## config.mk

```make
export PLATFORM = sky130hd
export DESIGN_NAME = mips32_state_dumper_flat
export DESIGN_NICKNAME = d
export VERILOG_FILES = /design/src/rtl/mips32_pkg.sv /design/src/rtl/mips32_state_dumper_if.sv /design/src/rtl/mips32_state_dumper.sv /design/src/flat_wrapper.sv
export SDC_FILE = /design/constraint.sdc
export NUM_CORES = 1
export LEC_CHECK = 0
export CORE_MARGIN = 4
export CORE_UTILIZATION = 24
export DETAILED_ROUTE_END_ITERATION = 10
export SETUP_SLACK_MARGIN = 0.5
export SLEW_MARGIN = 20
export SYNTH_ARGS = -nofsm -noshare
export SYNTH_HDL_FRONTEND = slang
export SYNTH_SLANG_ARGS = --single-unit
```

## constraint.sdc

```tcl
create_clock -name clk -period 3.8 [get_ports clk]
set_clock_uncertainty 0.05 [all_clocks]
set_input_delay 0.95 -clock clk [delete_from_list [all_inputs] [get_ports clk]]
set_output_delay 0.95 -clock clk [all_outputs]
set_load 0.05 [all_outputs]
```

## src/rtl/mips32_pkg.sv

```systemverilog
// Shared definitions for the MIPS32 state dumper.
// Holds the FSM state encoding, the output tag codes and the machine word width.
package mips32_pkg;

  localparam int WORD_W = 32;

  // Tags that tell the sink where each streamed word came from
  localparam logic [1:0] TAG_REG = 2'b00;
  localparam logic [1:0] TAG_MEM = 2'b01;
  localparam logic [1:0] TAG_SUM = 2'b10;

  typedef enum logic [2:0] {
    ST_IDLE  = 3'd0,
    ST_REG   = 3'd1,
    ST_MEM   = 3'd2,
    ST_TRAIL = 3'd3,
    ST_FIN   = 3'd4
  } state_t;

endpackage

```

## src/rtl/mips32_state_dumper_if.sv

```systemverilog
// Output stream of the state dumper: valid/ready handshake plus payload.
//   out_valid  source -> sink  payload below is valid
//   out_ready  sink -> source  sink accepts this cycle
//   out_data   dumped word or checksum
//   out_tag    word origin (register, memory, checksum)
//   out_index  source address of the word (0 for the checksum)
//   out_last   marks the checksum trailer
interface mips32_state_dumper_if;
  import mips32_pkg::*;

  logic              out_valid;
  logic              out_ready;
  logic [WORD_W-1:0] out_data;
  logic [1:0]        out_tag;
  logic [7:0]        out_index;
  logic              out_last;

  modport master (
    output out_valid, out_data, out_tag, out_index, out_last,
    input  out_ready
  );

  modport slave (
    input  out_valid, out_data, out_tag, out_index, out_last,
    output out_ready
  );

endinterface

```

## src/rtl/mips32_state_dumper.sv

```systemverilog
// Streams the register file, then data memory, then an XOR checksum trailer
// over a valid/ready output interface.
//   clk, rst_n          clock, asynchronous active-low reset
//   start               request a dump (only honoured in IDLE)
//   busy, done          busy while not IDLE; done pulses after the trailer transfers
//   reg_addr/reg_rdata  combinational register-file read port
//   mem_addr/mem_rdata  combinational data-memory read port
//   dump                output stream (master side)
//
// state    | meaning
// ---------+-----------------------------------------------------------
// ST_IDLE  | waiting for start
// ST_REG   | loading register words 0..REG_COUNT-1 into the output slot
// ST_MEM   | loading memory words 0..MEM_WORDS-1 into the output slot
// ST_TRAIL | loading the checksum trailer
// ST_FIN   | waiting for the trailer to transfer, then one done cycle
module mips32_state_dumper
  import mips32_pkg::*;
#(
  parameter int REG_COUNT = 32,
  parameter int MEM_WORDS = 32
) (
  input  logic                  clk,
  input  logic                  rst_n,
  input  logic                  start,
  output logic                  busy,
  output logic                  done,
  output logic [4:0]            reg_addr,
  input  logic [WORD_W-1:0]     reg_rdata,
  output logic [7:0]            mem_addr,
  input  logic [WORD_W-1:0]     mem_rdata,
  mips32_state_dumper_if.master dump
);

  localparam logic [7:0] REG_LAST = 8'(REG_COUNT - 1);
  localparam logic [7:0] MEM_LAST = 8'(MEM_WORDS - 1);

  state_t            state, state_d;
  logic [7:0]        counter, counter_d;
  logic [WORD_W-1:0] checksum, checksum_d;
  logic              done_q, done_d;
  logic              valid_q, valid_d;
  logic [WORD_W-1:0] data_q, data_d;
  logic [1:0]        tag_q, tag_d;
  logic [7:0]        index_q, index_d;
  logic              last_q, last_d;
  logic              slot_free;

  // The slot may be reloaded when empty or when its current word leaves this edge
  assign slot_free = !valid_q || dump.out_ready;

  // Both read addresses follow the counter but are clamped to their own last
  // index, so neither port is ever addressed beyond the words it holds.
  assign reg_addr = (counter > REG_LAST) ? REG_LAST[4:0] : counter[4:0];
  assign mem_addr = (counter > MEM_LAST) ? MEM_LAST : counter;

  assign busy           = (state != ST_IDLE);
  assign done           = done_q;
  assign dump.out_valid = valid_q;
  assign dump.out_data  = data_q;
  assign dump.out_tag   = tag_q;
  assign dump.out_index = index_q;
  assign dump.out_last  = last_q;

  always_ff @(posedge clk or negedge rst_n) begin
    if (!rst_n) begin
      state    <= ST_IDLE;
      counter  <= '0;
      checksum <= '0;
      done_q   <= 1'b0;
      valid_q  <= 1'b0;
      data_q   <= '0;
      tag_q    <= TAG_REG;
      index_q  <= '0;
      last_q   <= 1'b0;
    end else begin
      state    <= state_d;
      counter  <= counter_d;
      checksum <= checksum_d;
      done_q   <= done_d;
      valid_q  <= valid_d;
      data_q   <= data_d;
      tag_q    <= tag_d;
      index_q  <= index_d;
      last_q   <= last_d;
    end
  end

  always_comb begin
    state_d    = state;
    counter_d  = counter;
    checksum_d = checksum;
    done_d     = 1'b0;
    valid_d    = valid_q;
    data_d     = data_q;
    tag_d      = tag_q;
    index_d    = index_q;
    last_d     = last_q;

    case (state)
      ST_IDLE: begin
        if (start) begin
          state_d    = ST_REG;
          counter_d  = '0;
          checksum_d = '0;
        end
      end

      ST_REG: begin
        if (slot_free) begin
          valid_d    = 1'b1;
          data_d     = reg_rdata;
          tag_d      = TAG_REG;
          index_d    = counter;
          last_d     = 1'b0;
          checksum_d = checksum ^ reg_rdata;
          if (counter == REG_LAST) begin
            state_d   = ST_MEM;
            counter_d = '0;
          end else begin
            counter_d = counter + 8'd1;
          end
        end
      end

      ST_MEM: begin
        if (slot_free) begin
          valid_d    = 1'b1;
          data_d     = mem_rdata;
          tag_d      = TAG_MEM;
          index_d    = counter;
          last_d     = 1'b0;
          checksum_d = checksum ^ mem_rdata;
          if (counter == MEM_LAST) begin
            state_d = ST_TRAIL;   // counter holds at the last index
          end else begin
            counter_d = counter + 8'd1;
          end
        end
      end

      ST_TRAIL: begin
        if (slot_free) begin
          valid_d = 1'b1;
          data_d  = checksum;
          tag_d   = TAG_SUM;
          index_d = '0;
          last_d  = 1'b1;
          state_d = ST_FIN;
        end
      end

      ST_FIN: begin
        // Stay here through the done cycle so a start coincident with done is ignored
        if (done_q) begin
          state_d = ST_IDLE;
        end else if (valid_q && dump.out_ready) begin
          valid_d = 1'b0;
          last_d  = 1'b0;
          done_d  = 1'b1;
        end
      end

      default: state_d = ST_IDLE;
    endcase
  end

endmodule
```

## src/flat_wrapper.sv

```systemverilog
// flat-port wrapper written by rule: the top's interface ports become plain ports
module mips32_state_dumper_flat import mips32_pkg::*;
#(
  parameter int REG_COUNT = 32,
  parameter int MEM_WORDS = 32
)
  (clk, rst_n, start, busy, done, reg_addr, reg_rdata, mem_addr, mem_rdata, dump_out_valid, dump_out_data, dump_out_tag, dump_out_index, dump_out_last, dump_out_ready);
  mips32_state_dumper_if dump_i ();
  input  logic clk;
  input  logic rst_n;
  input  logic start;
  output logic busy;
  output logic done;
  output logic [4:0] reg_addr;
  input  logic [WORD_W-1:0] reg_rdata;
  output logic [7:0] mem_addr;
  input  logic [WORD_W-1:0] mem_rdata;
  output wire logic [$bits(dump_i.out_valid)-1:0] dump_out_valid;
  output wire logic [$bits(dump_i.out_data)-1:0] dump_out_data;
  output wire logic [$bits(dump_i.out_tag)-1:0] dump_out_tag;
  output wire logic [$bits(dump_i.out_index)-1:0] dump_out_index;
  output wire logic [$bits(dump_i.out_last)-1:0] dump_out_last;
  input wire logic [$bits(dump_i.out_ready)-1:0] dump_out_ready;
  assign dump_out_valid = dump_i.out_valid;
  assign dump_out_data = dump_i.out_data;
  assign dump_out_tag = dump_i.out_tag;
  assign dump_out_index = dump_i.out_index;
  assign dump_out_last = dump_i.out_last;
  assign dump_i.out_ready = dump_out_ready;
  mips32_state_dumper #(.REG_COUNT(REG_COUNT), .MEM_WORDS(MEM_WORDS)) u_core (.clk(clk), .rst_n(rst_n), .start(start), .busy(busy), .done(done), .reg_addr(reg_addr), .reg_rdata(reg_rdata), .mem_addr(mem_addr), .mem_rdata(mem_rdata), .dump(dump_i));
endmodule
```

Yosys cells after proc, flatten, opt, wreduce, memory -nomap -nowiden. Cells that the tools add are included.

Add/sub/neg operators: 1. Multipliers: 0. Div/mod/pow operators: 0. Order comparisons: 1. Equality and inequality tests: 17. Shifts and indexed selects: 0. Multiplexer cells: 40. Bitwise operators: 2. Reduce and logical (&&, ||, !) cells: 19.

Operators with widths (count): 32-bit two-way mux (6); 32-bit one-hot mux with 3 select lines (2); 8-bit two-way mux (8); 32-bit XOR (2); 8-bit one-hot mux with 3 select lines (1); 3-bit two-way mux (7); 2-bit by 1-bit != test with 1-bit output (second input constant) (9); 8-bit one-hot mux with 2 select lines (1); 3-bit one-hot mux with 5 select lines (1); 4-bit AND reduction (3); 3-bit nonzero test (4); 5-bit AND reduction (2); 8-bit by 1-bit adder with 8-bit output (second input constant) (1); 8-bit by 5-bit == test with 1-bit output (second input constant) (1); 8-bit by 5-bit > comparator with 1-bit output (second input constant) (1); 1-bit two-way mux (7); 7-bit AND reduction (1); 3-bit by 2-bit == test with 1-bit output (second input constant) (2); 2-bit two-way mux (3); 2-bit != test (second input constant) (3); 2-bit one-hot mux with 3 select lines (1); 5-bit two-way mux (1); 2-bit nonzero test (2); 3-bit by 1-bit == test with 1-bit output (second input constant) (1); other kinds (10) (10).

Bits in registers: 88. Bits in latches: 0. Memory bits (writable): 0. ROM bits: 0. Input port bits: 68. Output and inout port bits: 59. Logic and storage cells: 89. Memories kept: 0.

Longest topological paths before layout. Gate-level depths: netlist (run 1).

Depth after elaboration: 4. Depth in mapped cells: 7. Gate-level depth less buffers: 5.

Worst setup path after synthesis (run 1). No wires, ideal clock.

Path kind: register -> output. From: register u_core.counter[6]. To: output port reg_addr[0]. Arrival time: 1.518 ns. Data required time: 2.800 ns. Setup slack: 1.282 ns. Stages on the path, launching flop included: 4. Path through: dfrtp_1 -> nor3_2 -> nand2b_1 -> buf_4.

Longest elaborated chain between the ends: 2.

RTL lines: start: declaration (RTL line mips32_state_dumper.sv:39) `logic [7:0] counter, counter_d;`; start signal: assignment (RTL line mips32_state_dumper.sv:78) `counter <= counter_d;`; 8-bit by 5-bit > comparator with 1-bit output (RTL line mips32_state_dumper.sv:54) `assign reg_addr = (counter > REG_LAST) ? REG_LAST[4:0] : counter[4:0];`; 5-bit two-way mux (RTL line mips32_state_dumper.sv:54); end: declaration (RTL line flat_wrapper.sv:14) `output logic [4:0] reg_addr;`.

No other way between the ends.

Final worst setup path (run 1).
From: register u_core.counter[6]. To: output port mem_addr[1].

Longest elaborated chain between the ends: 2.

RTL lines: 8-bit by 5-bit > comparator with 1-bit output (RTL line mips32_state_dumper.sv:55) `assign mem_addr = (counter > MEM_LAST) ? MEM_LAST : counter;`; 8-bit two-way mux (RTL line mips32_state_dumper.sv:55); end: declaration (RTL line flat_wrapper.sv:16) `output logic [7:0] mem_addr;`.

No other way between the ends.

==> metrics, run 1 <==
total gr overflow=0; vias in the first global route=4280; RSZ-0062 raised after global routing=no; XOR/XNOR Fraction of Synth Area=0.00174; final-report setup violation count=0; CTS max path bufs=2; chip width=153 um; nets@finish=715; DRC=0; Area Growth Syn to Fin=34.4%; DP Wirelength=9770 um; clk_lat worst skew=340 ps; post-synthesis compound-gate area fraction=0.194; Worst-path clk slew=70 ps; CP required=2800 ps; worst path cell trace=nor3_4 -> nand2_1 -> clkdlybuf4s50_1; Yosys cell types=45; DR vias/cell=4.68; Primary FF master, synth=dfrtp_1; largest net degree at the start of global routing=74; core area=20400 um2; Die Height=153 um; worst hold path depth=2; WHS=425 ps; Die ar.=23300 um2; final core occ=0.331; Synth Area in Adders=0.00249; CTS Sinks=88; antenna-violating nets left=0; GRT Resource Usage Total=0.123; Period Utilization, post-route=0.802; worst-path fanout max=9; port bufs=123; Routed Wire Length=14400 um; Slew Viols, Final=0; Clock Root Buffer=clkbuf_16; Slew @ Worst Pin=1020 ps; total CTS buffers=9; DR WL/cell=15.6 um; Reg2Reg Depth=5; Worst setup SP type=flop; Synth Area in Simple Gates=0.164; Hold Path Class=reg2reg; diode count=0; I/O pins=127; leakage power=0.00243 uW; post-synthesis mux area share=0.129; VDD IR max=0.169 mV; H-Tree Level Count=3; Post-synth ARST share=1.00; register bit total from synthesis=88; r2r endpoint=u_core.checksum[21]; Worst Setup Path Type=reg2out; Seq/Total Area, Yosys=0.438; most frequent cells in the layout=122 x clkdlybuf4s50_1, 88 x nand2_1, 86 x dfrtp_1; most common cell after layout, fill and taps aside=clkdlybuf4s50_1; Critical-path top delay cell=clkdlybuf4s50_1; first-pass GRT wire length=23200 um; Synthesis Warnings=0; hold_sp=u_core.dump.out_data[18]; share of post-route cells with drive strength above 1=0.0722; floorplan row count=52; crit path time final=3050 ps; outcome=finished, final reports clean; gpl congestion=0.816; total number of vias=4308; Max-slew headroom=0.323; max-cap viol count=0; fmax=328 MHz; mean post-synth cell area=9.08 um2; Iteration-0 DRC Markers=203; CTS tree=done; CP peak stage delay=720 ps; critical path arrival=2050 ps; largest family of logic cells by synthesized area=compound AO/OA/AOI/OAI gates; EDFF count, synth=0; initial antenna violation count=1; Syn Inst Count=554; endpoint class of the critical path=output pin; Final Hold Vio Count=0; Mapped Area=5030 um2; initial core utilization=0.246; setup TNS=0 ps; hold path endpoint=u_core.dump.out_data[18]; R2R Setup Slk=1300 ps; total iterations of the first detailed-routing run=4; worst r2r src=u_core.state[0]; hold_buf cts=0; Pwr per Cell Area=312 nW/um2
[cell type report]
cell class,count,area (um2)
clock buffers,11,243
clock inverters,5,80.1
fillers,2142,13700
inverters,15,56.3
multi-input cells,398,2520
flip-flops and latches,88,2200
well taps,270,338
repair buffers,134,1320
[critical path: cells and delay by family (launching register included)]
kind | cells | cell delay (ps)
buf+inv | 1 | 720
flops | 1 | 450
simple gates | 2 | 520
[kinds of logic (layout without fill, tap and decap cells)]
logic type,Yosys count,after routing
compound gates,165,165
simple gates,163,163
flops,88,88
buf+inv,70,165
mux,65,65
fa+ha+maj,1,1
other cells,1,3
xor+xnor,1,1
[cell usage after synthesis (3+ instances only)]
| cell | count | area, um2 |
|---|---|---|
| nand4_1 | 3 | 18.8 |
| buf_1 | 5 | 18.8 |
| o31ai_1 | 27 | 203 |
| nand2b_1 | 6 | 37.5 |
| nand3_1 | 6 | 30.0 |
| or4_1 | 23 | 173 |
| nor2b_1 | 3 | 18.8 |
| dfrtp_1 | 88 | 2200 |
| buf_4 | 9 | 67.6 |
| mux2i_1 | 65 | 651 |
| a211oi_1 | 12 | 90.1 |
| and3_1 | 3 | 18.8 |
| buf_2 | 9 | 45.0 |
| o21ai_0 | 77 | 385 |
| nor2_1 | 7 | 26.3 |
| or2_2 | 11 | 68.8 |
| nor3_1 | 3 | 15.0 |
| nand2_1 | 88 | 330 |
| o22ai_1 | 14 | 87.6 |
| clkbuf_1 | 28 | 105 |
| inv_1 | 14 | 52.6 |
| a21oi_1 | 26 | 130 |
[flip-flops by register name, indices dropped and copies added (netlist names)]
| signal | cells |
|---|---|
| u_core.checksum | 32 |
| u_core.counter | 8 |
| u_core.done | 1 |
| u_core.dump.out_data | 32 |
| u_core.dump.out_index | 8 |
| u_core.dump.out_last | 1 |
| u_core.dump.out_tag | 2 |
| u_core.dump.out_valid | 1 |
| u_core.state | 3 |
[worst max path at each step]
stage                      startpoint                  end  slack [ps]  depth (start not counted)
finish              u_core.counter[6]          mem_addr[1]         750                          3
global route           dump_out_ready   u_core.checksum[2]         570                          6
CTS                 u_core.counter[7]          mem_addr[1]         570                          3
detailed placement     dump_out_ready   u_core.checksum[6]         460                          6
global placement       dump_out_ready  u_core.checksum[30]         590                          6
floorplan           u_core.counter[6]          reg_addr[0]        1280                          3
[what timing repair did]
| item | 4_1_cts | 5_1_grt |
|---|---|---|
| resized for setup | 0 | 1 |
| endpoints found under the setup margin | 0 | 9 |
| buffers inserted | 0 | 0 |
[metal layers]
metal  part of all wire  up-vias  global-route usage
li1                   -     2165                   -
met1               0.47     2032               0.159
met2               0.46       95               0.199
met3              0.053       14              0.0344
met4              0.013        2              0.0395
met5            0.00090        -                   0
[stage by stage]
step | setup slack, ps | instances | cell area, um2 | total power, uW
5_1_grt | 567 | 921 | 6760 | 2210
2_1_floorplan | 1280 | 556 | 5040 | 1040
3_5_place_dp | 463 | 905 | 6430 | 1150
3_3_place_gp | 588 | 905 | 6430 | 1150
4_1_cts | 571 | 921 | 6760 | 2150
6_report | 752 | 921 | 6760 | 2110
[power by group]
part / leakage (uW) / switching (uW) / internal, uW / total, uW
registers: 0.00116 / 8.90 / 948 / 957
logic: 0.00111 / 79.8 / 92.0 / 172
clock network: 0.000152 / 389 / 594 / 983
Note: power is estimated with default switching activity, not from simulation.
==> run 2: changes to the inputs <==
==> constraint.sdc (replaced) <==
create_clock -name clk -period 2.49 [get_ports clk]
set_clock_uncertainty 0.05 [all_clocks]
set_input_delay 0.6225 -clock clk [delete_from_list [all_inputs] [get_ports clk]]
set_output_delay 0.6225 -clock clk [all_outputs]
set_load 0.05 [all_outputs]
==> metrics, run 2 (same netlist as run 1, synthesis figures left out) <==
outcome=finished, final reports clean; Die Height=153 um (unchanged); nets@finish=761 (+6.4%); gpl congestion=0.784 (-3.9%); critical path launch point=u_core.counter[6]; chip width=153 um (unchanged); diode count=0 (unchanged); DP Wirelength=9920 um (+1.6%); first-pass GRT wire length=24200 um (+4.0%); endpoint class of the critical path=output pin; Worst Setup Path Type=reg2out; worst-path fanout max=6 (-3); CTS max path bufs=2 (unchanged); setup TNS=0 ps (unchanged); total number of vias=4552 (+5.7%); Worst setup SP type=flop; I/O pins=127 (unchanged); r2r endpoint=u_core.checksum[21]; core area=20400 um2 (unchanged); fmax=489 MHz; crit path time final=2040 ps; most common cell after layout, fill and taps aside=nand2_1; critical path arrival=1370 ps (-680 ps); Pwr per Cell Area=413 nW/um2 (+32%); Slew @ Worst Pin=629 ps (-387 ps); clk_lat worst skew=340 ps (about the same); Die ar.=23300 um2 (unchanged); H-Tree Level Count=3 (unchanged); DR WL/cell=16.3 um (+4.0%); leakage power=0.00304 uW (+25%); antenna-violating nets left=0 (unchanged); VDD IR max=0.299 mV (+77%); Max-slew headroom=0.580 (+0.257); Area Growth Syn to Fin=50.5%; share of post-route cells with drive strength above 1=0.208 (+0.136); Worst-path clk slew=70 ps (about the same); initial core utilization=0.246 (unchanged); Routed Wire Length=15700 um (+9.1%); most frequent cells in the layout=87 x nand2_1, 83 x dfrtp_1, 77 x o21ai_0; port bufs=123 (unchanged); Slew Viols, Final=0 (unchanged); total CTS buffers=9 (unchanged); CTS tree=done; CTS Sinks=88 (unchanged); WHS=227 ps (-199 ps); largest net degree at the start of global routing=52 (-30%); R2R Setup Slk=490 ps (-810 ps); Iteration-0 DRC Markers=220 (+8.4%); Finished Layout Cells=966 (+4.9%); Reg2Reg Depth=8 (+3); CP required=1820 ps (-980 ps); RSZ-0062 raised after global routing=yes; Final Hold Vio Count=0 (unchanged); hold_buf cts=0 (unchanged); Clock Root Buffer=clkbuf_16; initial antenna violation count=0 (-1); placed insts=918 (+1.4%); CP endpoint=mem_addr[4]; total iterations of the first detailed-routing run=4 (unchanged); final-report setup violation count=0 (unchanged); DRC=0 (unchanged); DR vias/cell=4.71 (+0.74%); floorplan row count=52 (unchanged); Hold Path Class=in2async; vias in the first global route=4460 (+4.2%); worst r2r src=u_core.state[1]; GRT Resource Usage Total=0.127 (+0.00414); total gr overflow=0 (unchanged); Period Utilization, post-route=0.821; max-cap viol count=0 (unchanged)
run 2: cell types whose count changed in the layout (fill, tap and decap cells not counted), moves of 5 or more:
cell and change:
dlygate4sd2_1 +45, buf_8 +5, clkbuf_16 +5, or4_1 -5, buf_16 +5, nand2b_4 +5, nand2b_1 -5, clkdlybuf4s50_1 -58
buf_4 +23, or4_4 +5, buf_6 +7, buf_12 +11, a21oi_2 +13, a21oi_1 -13
run 2: report_power, final:
part	internal (uW)	switching [uW]	leakage [uW]
registers	1450	14.8	0.00116
logic	170	139	0.00174
clock network	795	565	0.000145
total	2410	718	0.00304
run 2: how the worst min path moves through the flow:
stage / end / cells past startpoint
after CTS: u_core.dump.out_data[1] / 1
final: u_core.done / 1
after global placement: u_core.dump.out_data[17] / 2
after detailed placement: u_core.dump.out_data[30] / 2
after floorplan: u_core.checksum[0] / 0
after global routing: u_core.dump.out_data[1] / 1
run 2: final cells by class:
| class | instances | area (um2) |
|---|---|---|
| Inverter | 15 | 61.3 |
| Clock inverter | 4 | 45.0 |
| Tap cell | 270 | 338 |
| Fill cell | 2069 | 12900 |
| Sequential cell | 88 | 2210 |
| Clock buffer | 11 | 243 |
| Multi-Input combinational cell | 398 | 2710 |
| Timing Repair Buffer | 180 | 1970 |
run 2: metal layers:
metal	up-vias	GRT usage	wire [um]
met1	2155	0.168	7240
li1	2269	-	-
met3	15	0.0349	801
met2	113	0.205	7460
met4	0	0.0348	193
met5	-	0	0
run 2: through the flow:
stage               area (um2)  setup slack (ps)  power, uW  utilization
floorplan                 5060               486       1580            -
global placement          6600             -7.24       1760        0.323
detailed placement        6600             -47.0       1760        0.323
CTS                       7170               291       3170        0.351
global route              7570               390       3260        0.371
finish                    7570               445       3130        0.371
run 2: what timing repair did:
action,in CTS,in global routing
pin swaps,6,21
endpoints found under the setup margin,100,69
hold endpoints to repair,0,0
buffers inserted,10,13
cloned,4,5
resized for setup,82,40
run 2: worst max-delay path: stages, from the launching register on:
cell      delay, ps
dfrtp_2         430
nor3_4          210
buf_12          160
nand2b_4         70
buf_6           150
